$ cat src/rtl/irq_sequencer_pkg.sv
// Shared machine-mode interrupt definitions: cause codes, mip/mie bit
// positions and the sequencer state encoding.
package irq_sequencer_pkg;

    localparam int MACHINE_SOFTWARE_INTERRUPT = 3;
    localparam int MACHINE_TIMER_INTERRUPT    = 7;
    localparam int MACHINE_EXTERNAL_INTERRUPT = 11;

    localparam int MIP_MSIP_BIT = 3;
    localparam int MIP_MTIP_BIT = 7;
    localparam int MIP_MEIP_BIT = 11;
    localparam int MIE_MSIE_BIT = 3;
    localparam int MIE_MTIE_BIT = 7;
    localparam int MIE_MEIE_BIT = 11;

    typedef enum logic [1:0] {IDLE, ARM, REQ, HOLD} IrqState;

    // Fixed priority MEI > MSI > MTI; caller guarantees at least one bit set.
    function automatic logic [3:0] irq_winner(input logic ext, input logic sw);
        if (ext)     return 4'(MACHINE_EXTERNAL_INTERRUPT);
        else if (sw) return 4'(MACHINE_SOFTWARE_INTERRUPT);
        else         return 4'(MACHINE_TIMER_INTERRUPT);
    endfunction

endpackage

$ cat src/rtl/irq_sequencer_sync_ff.sv
// N-stage single-bit synchronizer with asynchronous active-high reset.
module sync_ff #(
    parameter int STAGES = 2
) (
    input  logic clk,
    input  logic rst,
    input  logic d_i,
    output logic q_o
);

    logic [STAGES-1:0] sync_q;

    always_ff @(posedge clk or posedge rst) begin
        if (rst) sync_q <= '0;
        else     sync_q <= {sync_q[STAGES-2:0], d_i};
    end

    assign q_o = sync_q[STAGES-1];

endmodule

$ cat src/rtl/irq_sequencer.sv
// Machine-mode interrupt sequencer: builds mip, arbitrates enabled pending
// sources and hands one request at a time to the trap unit on a retire boundary.
module irq_sequencer
    import irq_sequencer_pkg::*;
#(
    parameter int XLEN           = 64,
    parameter int SYNC_STAGES    = 2,
    parameter int HOLDOFF_CYCLES = 2
) (
    input  logic            clk,
    input  logic            rst,
    input  logic            meip_async,
    input  logic            mtip,
    input  logic            msip,
    input  logic            mstatus_mie,
    input  logic [XLEN-1:0] mie,
    input  logic            commit_valid,
    input  logic            trap_busy,
    input  logic            irq_ack,
    output logic            irq_req,
    output logic [XLEN-1:0] irq_cause,
    output logic [XLEN-1:0] mip_rdata
);

    logic meip_s;
    logic pend_ext, pend_sw, pend_tmr, eligible, latched_pend;
    logic [3:0] win_code;

    IrqState         state_q, state_d;
    logic            irq_req_q, irq_req_d;
    logic [XLEN-1:0] irq_cause_q, irq_cause_d;
    logic [3:0]      hold_cnt_q, hold_cnt_d;

    sync_ff #(.STAGES(SYNC_STAGES)) u_meip_sync (
        .clk (clk),
        .rst (rst),
        .d_i (meip_async),
        .q_o (meip_s)
    );

    // mtip/msip are raw inputs, so mask them while reset is held.
    always_comb begin
        mip_rdata = '0;
        if (!rst) begin
            mip_rdata[MIP_MEIP_BIT] = meip_s;
            mip_rdata[MIP_MTIP_BIT] = mtip;
            mip_rdata[MIP_MSIP_BIT] = msip;
        end
    end

    assign pend_ext = meip_s & mie[MIE_MEIE_BIT];
    assign pend_sw  = msip   & mie[MIE_MSIE_BIT];
    assign pend_tmr = mtip   & mie[MIE_MTIE_BIT];
    assign eligible = mstatus_mie & (pend_ext | pend_sw | pend_tmr);
    assign win_code = irq_winner(pend_ext, pend_sw);

    logic unused_mie;
    assign unused_mie = ^{mie[XLEN-1:12], mie[10:8], mie[6:4], mie[2:0]};

    always_comb begin
        case (irq_cause_q[3:0])
            4'(MACHINE_EXTERNAL_INTERRUPT): latched_pend = pend_ext;
            4'(MACHINE_SOFTWARE_INTERRUPT): latched_pend = pend_sw;
            default:                        latched_pend = pend_tmr;
        endcase
    end

    always_ff @(posedge clk or posedge rst) begin
        if (rst) begin
            state_q     <= IDLE;
            irq_req_q   <= 1'b0;
            irq_cause_q <= '0;
            hold_cnt_q  <= '0;
        end else begin
            state_q     <= state_d;
            irq_req_q   <= irq_req_d;
            irq_cause_q <= irq_cause_d;
            hold_cnt_q  <= hold_cnt_d;
        end
    end

    always_comb begin
        state_d     = state_q;
        irq_req_d   = irq_req_q;
        irq_cause_d = irq_cause_q;
        hold_cnt_d  = hold_cnt_q;
        case (state_q)
            IDLE: if (eligible) state_d = ARM;
            ARM: begin
                if (!eligible) begin
                    state_d = IDLE;
                end else if (commit_valid && !trap_busy) begin
                    irq_cause_d = {1'b1, {(XLEN-5){1'b0}}, win_code};
                    irq_req_d   = 1'b1;
                    state_d     = REQ;
                end
            end
            REQ: begin
                // Ack takes priority over a simultaneous withdrawal.
                if (irq_ack) begin
                    irq_req_d  = 1'b0;
                    hold_cnt_d = 4'(HOLDOFF_CYCLES);
                    state_d    = HOLD;
                end else if (!latched_pend || !mstatus_mie) begin
                    irq_req_d = 1'b0;
                    state_d   = IDLE;
                end
            end
            HOLD: begin
                hold_cnt_d = hold_cnt_q - 4'd1;
                if (hold_cnt_q <= 4'd1) state_d = IDLE;
            end
            default: state_d = IDLE;
        endcase
    end

    assign irq_req   = irq_req_q;
    assign irq_cause = irq_cause_q;

endmodule

$ cat config.mk
export PLATFORM = sky130hd
export DESIGN_NAME = irq_sequencer
export DESIGN_NICKNAME = d
export VERILOG_FILES = /design/src/rtl/irq_sequencer_pkg.sv /design/src/rtl/irq_sequencer_sync_ff.sv /design/src/rtl/irq_sequencer.sv
export SDC_FILE = /design/constraint.sdc
export NUM_CORES = 1
export LEC_CHECK = 0
export BUFFER_PORTS_ARGS = -buffer_cell sky130_fd_sc_hd__buf_2
export CAP_MARGIN = 10
export CORE_AREA = 4 4 77 79
export DETAILED_ROUTE_END_ITERATION = 7
export DIE_AREA = 0 0 81 83
export MAX_ROUTING_LAYER = met4
export PLACE_DENSITY = 0.76
export SLEW_MARGIN = 10
export SYNTH_ARGS = -nofsm -noshare
export SYNTH_HDL_FRONTEND = slang
export SYNTH_SLANG_ARGS = --single-unit
$ cat constraint.sdc
create_clock -name clk -period 1.95 [get_ports clk]
set_input_delay 0.39 -clock clk [delete_from_list [all_inputs] [get_ports clk]]
set_output_delay 0.39 -clock clk [all_outputs]
set_load 0.005 [all_outputs]
==> impl_metrics.toml <==
[outcome]
status = "finished, final reports clean"

[drt]
route.detailed.drc = 0
drt_iter0_markers = 15
dr.pass1.iters = 4
avgRoutedWirePerCell_um = 8.51
vias_per_cell = 3.12
ant_nets = 0
vias = 865
drt-total-wl_um = 2360

[placed_design]
portBuffers = 20
dp_hpwl_um = 2080
gp_congestion = 0.755
placed_area_mm2 = 0.00128
dpl.cell_count = 274

[final_layout]
num-fill-cells = 603
diodes = 0
final_nets = 282
seq_area_um2 = 300
area_delta_synth_final_pct = -14.9
multi_input_area_um2 = 764
finalInstanceArea_mm2 = 0.00132
instances_no_fill = 277
drive_gt1_share_pct = 14.1

[pwr]
power_leakage_nw = 0.775
power_density_mw_per_mm2 = 762
ir_worst_vdd_v = 0.000500

[worst_setup_path]
cp.required_ns = 2.07
crit_type = "reg2reg"
cp_data_arrival_time_ns = 1.62
critPathMaxFanout = 5
worst_setup_path_end_kind = "flip-flop"
start_kind = "flip-flop"

[sta]
period_share_pct = 76.8
finalHoldViolCount = 0
timing.final.crit_period_ns = 1.50
setup_viol_count_final = 0
drv_slew = 0
setup_tns_ns = 0
rsz0062_at_grt = "false"
max_freq_ghz = 0.667
clock_skew_ns = 0.00339

[logic_synthesis]
syn_area_per_cell_um2 = 8.42
synth-edff-count = 0
yosys.cell_count.top_type = "buf_4"
yosysWarnings = 0
ys_async_sr_fraction_pct = 100
ys.flop_type = "dfrtp_1"
yosysSeqAreaShare_pct = 19.4
yosys-top-cells-count = "122 x buf_4, 12 x dfrtp_1, 6 x nand2_1"
synth_top_area_cell = "buf_4"
yosys.cell_types.count = 27
yosys.area.top_type_share_pct = 59.1
synth_cells = 184
yosys-top-cells-area = "buf_4 59%, dfrtp_1 19%, nor2b_1 2.0%"
synth.cell_area_mm2 = 0.00155
yosys_register_bits = 12

[clock_tree]
ctsHoldBuffers = 0
numCtsBuffers = 3
clk_pin_slew_ns = 0.05
cts.sinks = 12
htreeDepth = 1
clk-insertion-delay-late_ns = 0.24
post_cts_resized = 0
cts_tree = "yes"
post_cts_buffers = 0
cts.path.max_buffers = 2
cts-root-buf = "clkbuf_8"

[global_route]
grt_overflow = 0
grt_max_degree = 13
busiest_layer = "met2"
antenna_found_initial = 0
met2_usage_pct = 9.41
grtUsageMet1_pct = 6.95
grt_pass1_vias = 624
grt_pass1_wl_um = 3000
use_met3_pct = 2.60
gr-usage-all-layers_pct = 5.90

[floorplanning]
dieArea_mm2 = 0.00672
start_util_pct = 29.0
rows = 27
io_pins = 202
die_h_um = 83
die_w_um = 81
core_area_mm2 = 0.00534

[run]
max_cap_viol_count = 0

[worst_hold_path]
worstHoldPathType = "in2async"
report_power, final:
group          leakage (nW)  internal, mW  switching [mW]
logic                 0.614         0.169           0.197
clock network        0.0216         0.136          0.0863
registers             0.139         0.331          0.0853
total                 0.775         0.636           0.369
worst paths after layout:
| kind | startpoint | endpoint | slack [ns] | cells past startpoint |
|---|---|---|---|---|
| max reg2reg | u_meip_sync.sync_q[1] | irq_cause[2] | 0.45 | 3 |
| max in group asynchronous | rst | hold_cnt_q[2] | 1.42 | 2 |
| max | u_meip_sync.sync_q[1] | irq_cause[2] | 0.45 | 3 |
| min in group clk | meip_async | u_meip_sync.sync_q[0] | 0.26 | 1 |
| min reg2reg | u_meip_sync.sync_q[0] | u_meip_sync.sync_q[1] | 0.36 | 0 |
| min | rst | irq_cause[3] | 0.20 | 2 |
state kept, by name (all words and copies together), names as in the netlist:
signal and flops:
state_q 2, irq_req 1, hold_cnt_q 4, irq_cause 3, u_meip_sync.sync_q 2
worst max-delay path, stage by stage (launching register included):
cell and delay (ns):
dfrtp_1 0.41, a222oi_1 0.49, nor3_2 0.17, mux2_4 0.32
stage by stage:
| stage | total power, mW | utilization (%) | hold WS, ns | worst slack (ns) |
|---|---|---|---|---|
| CTS | 1.01 | 24.7 | 0.223 | 0.442 |
| global route | 1.10 | 24.7 | 0.253 | 0.340 |
| detailed placement | 0.781 | 23.9 | 0.352 | 0.378 |
| finish | 1.00 | 24.7 | 0.203 | 0.452 |
| global placement | 0.757 | 23.9 | 0.335 | 0.388 |
| floorplan | 0.844 | - | 0.255 | 0.576 |
final cells by class:
class / instances / area share, %
inverters: 4 / 1.14
repair buffers: 21 / 8.16
multi-input cells: 165 / 58.0
clock buffers: 3 / 3.13
flip-flops and latches: 12 / 22.8
well taps: 72 / 6.83
cell usage in the layout (no fill, tap or decap):
master / count
a211oi_1: 1
a21o_1: 1
a222oi_1: 1
a22o_1: 2
a22oi_1: 1
a311o_1: 1
a31oi_1: 1
a32oi_1: 1
buf_2: 20
buf_4: 1
clkbuf_8: 3
conb_1: 120
dfrtp_1: 12
ha_1: 2
inv_1: 4
mux2_2: 1
mux2_4: 1
mux2i_1: 2
nand2_1: 6
nand2b_1: 4
nand3_1: 2
nand3b_1: 2
nor2_1: 3
nor2b_1: 5
nor3_1: 2
nor3_2: 1
o21ai_0: 2
o32a_1: 1
or2_2: 2
per-layer routing:
metal,wire length [µm],vias up
li1,-,389
met1,775,387
met2,1140,87
met3,436,2
met4,8,0
met5,0,-
cells by family (layout without fill, tap and decap cells):
logic type / after synthesis / count (layout) / share of synthesized area [%]
adder cells (fa/ha/maj): 2 / 2 / 1.62
buffers and inverters: 126 / 28 / 60.1
other: 1 / 120 / 0.242
AO/OA/AOI/OAI: 12 / 12 / 6.14
flip-flops: 12 / 12 / 19.4
multiplexers: 4 / 4 / 2.99
AND/OR/NAND/NOR: 27 / 27 / 9.53
(Power assumes the default switching activity.)
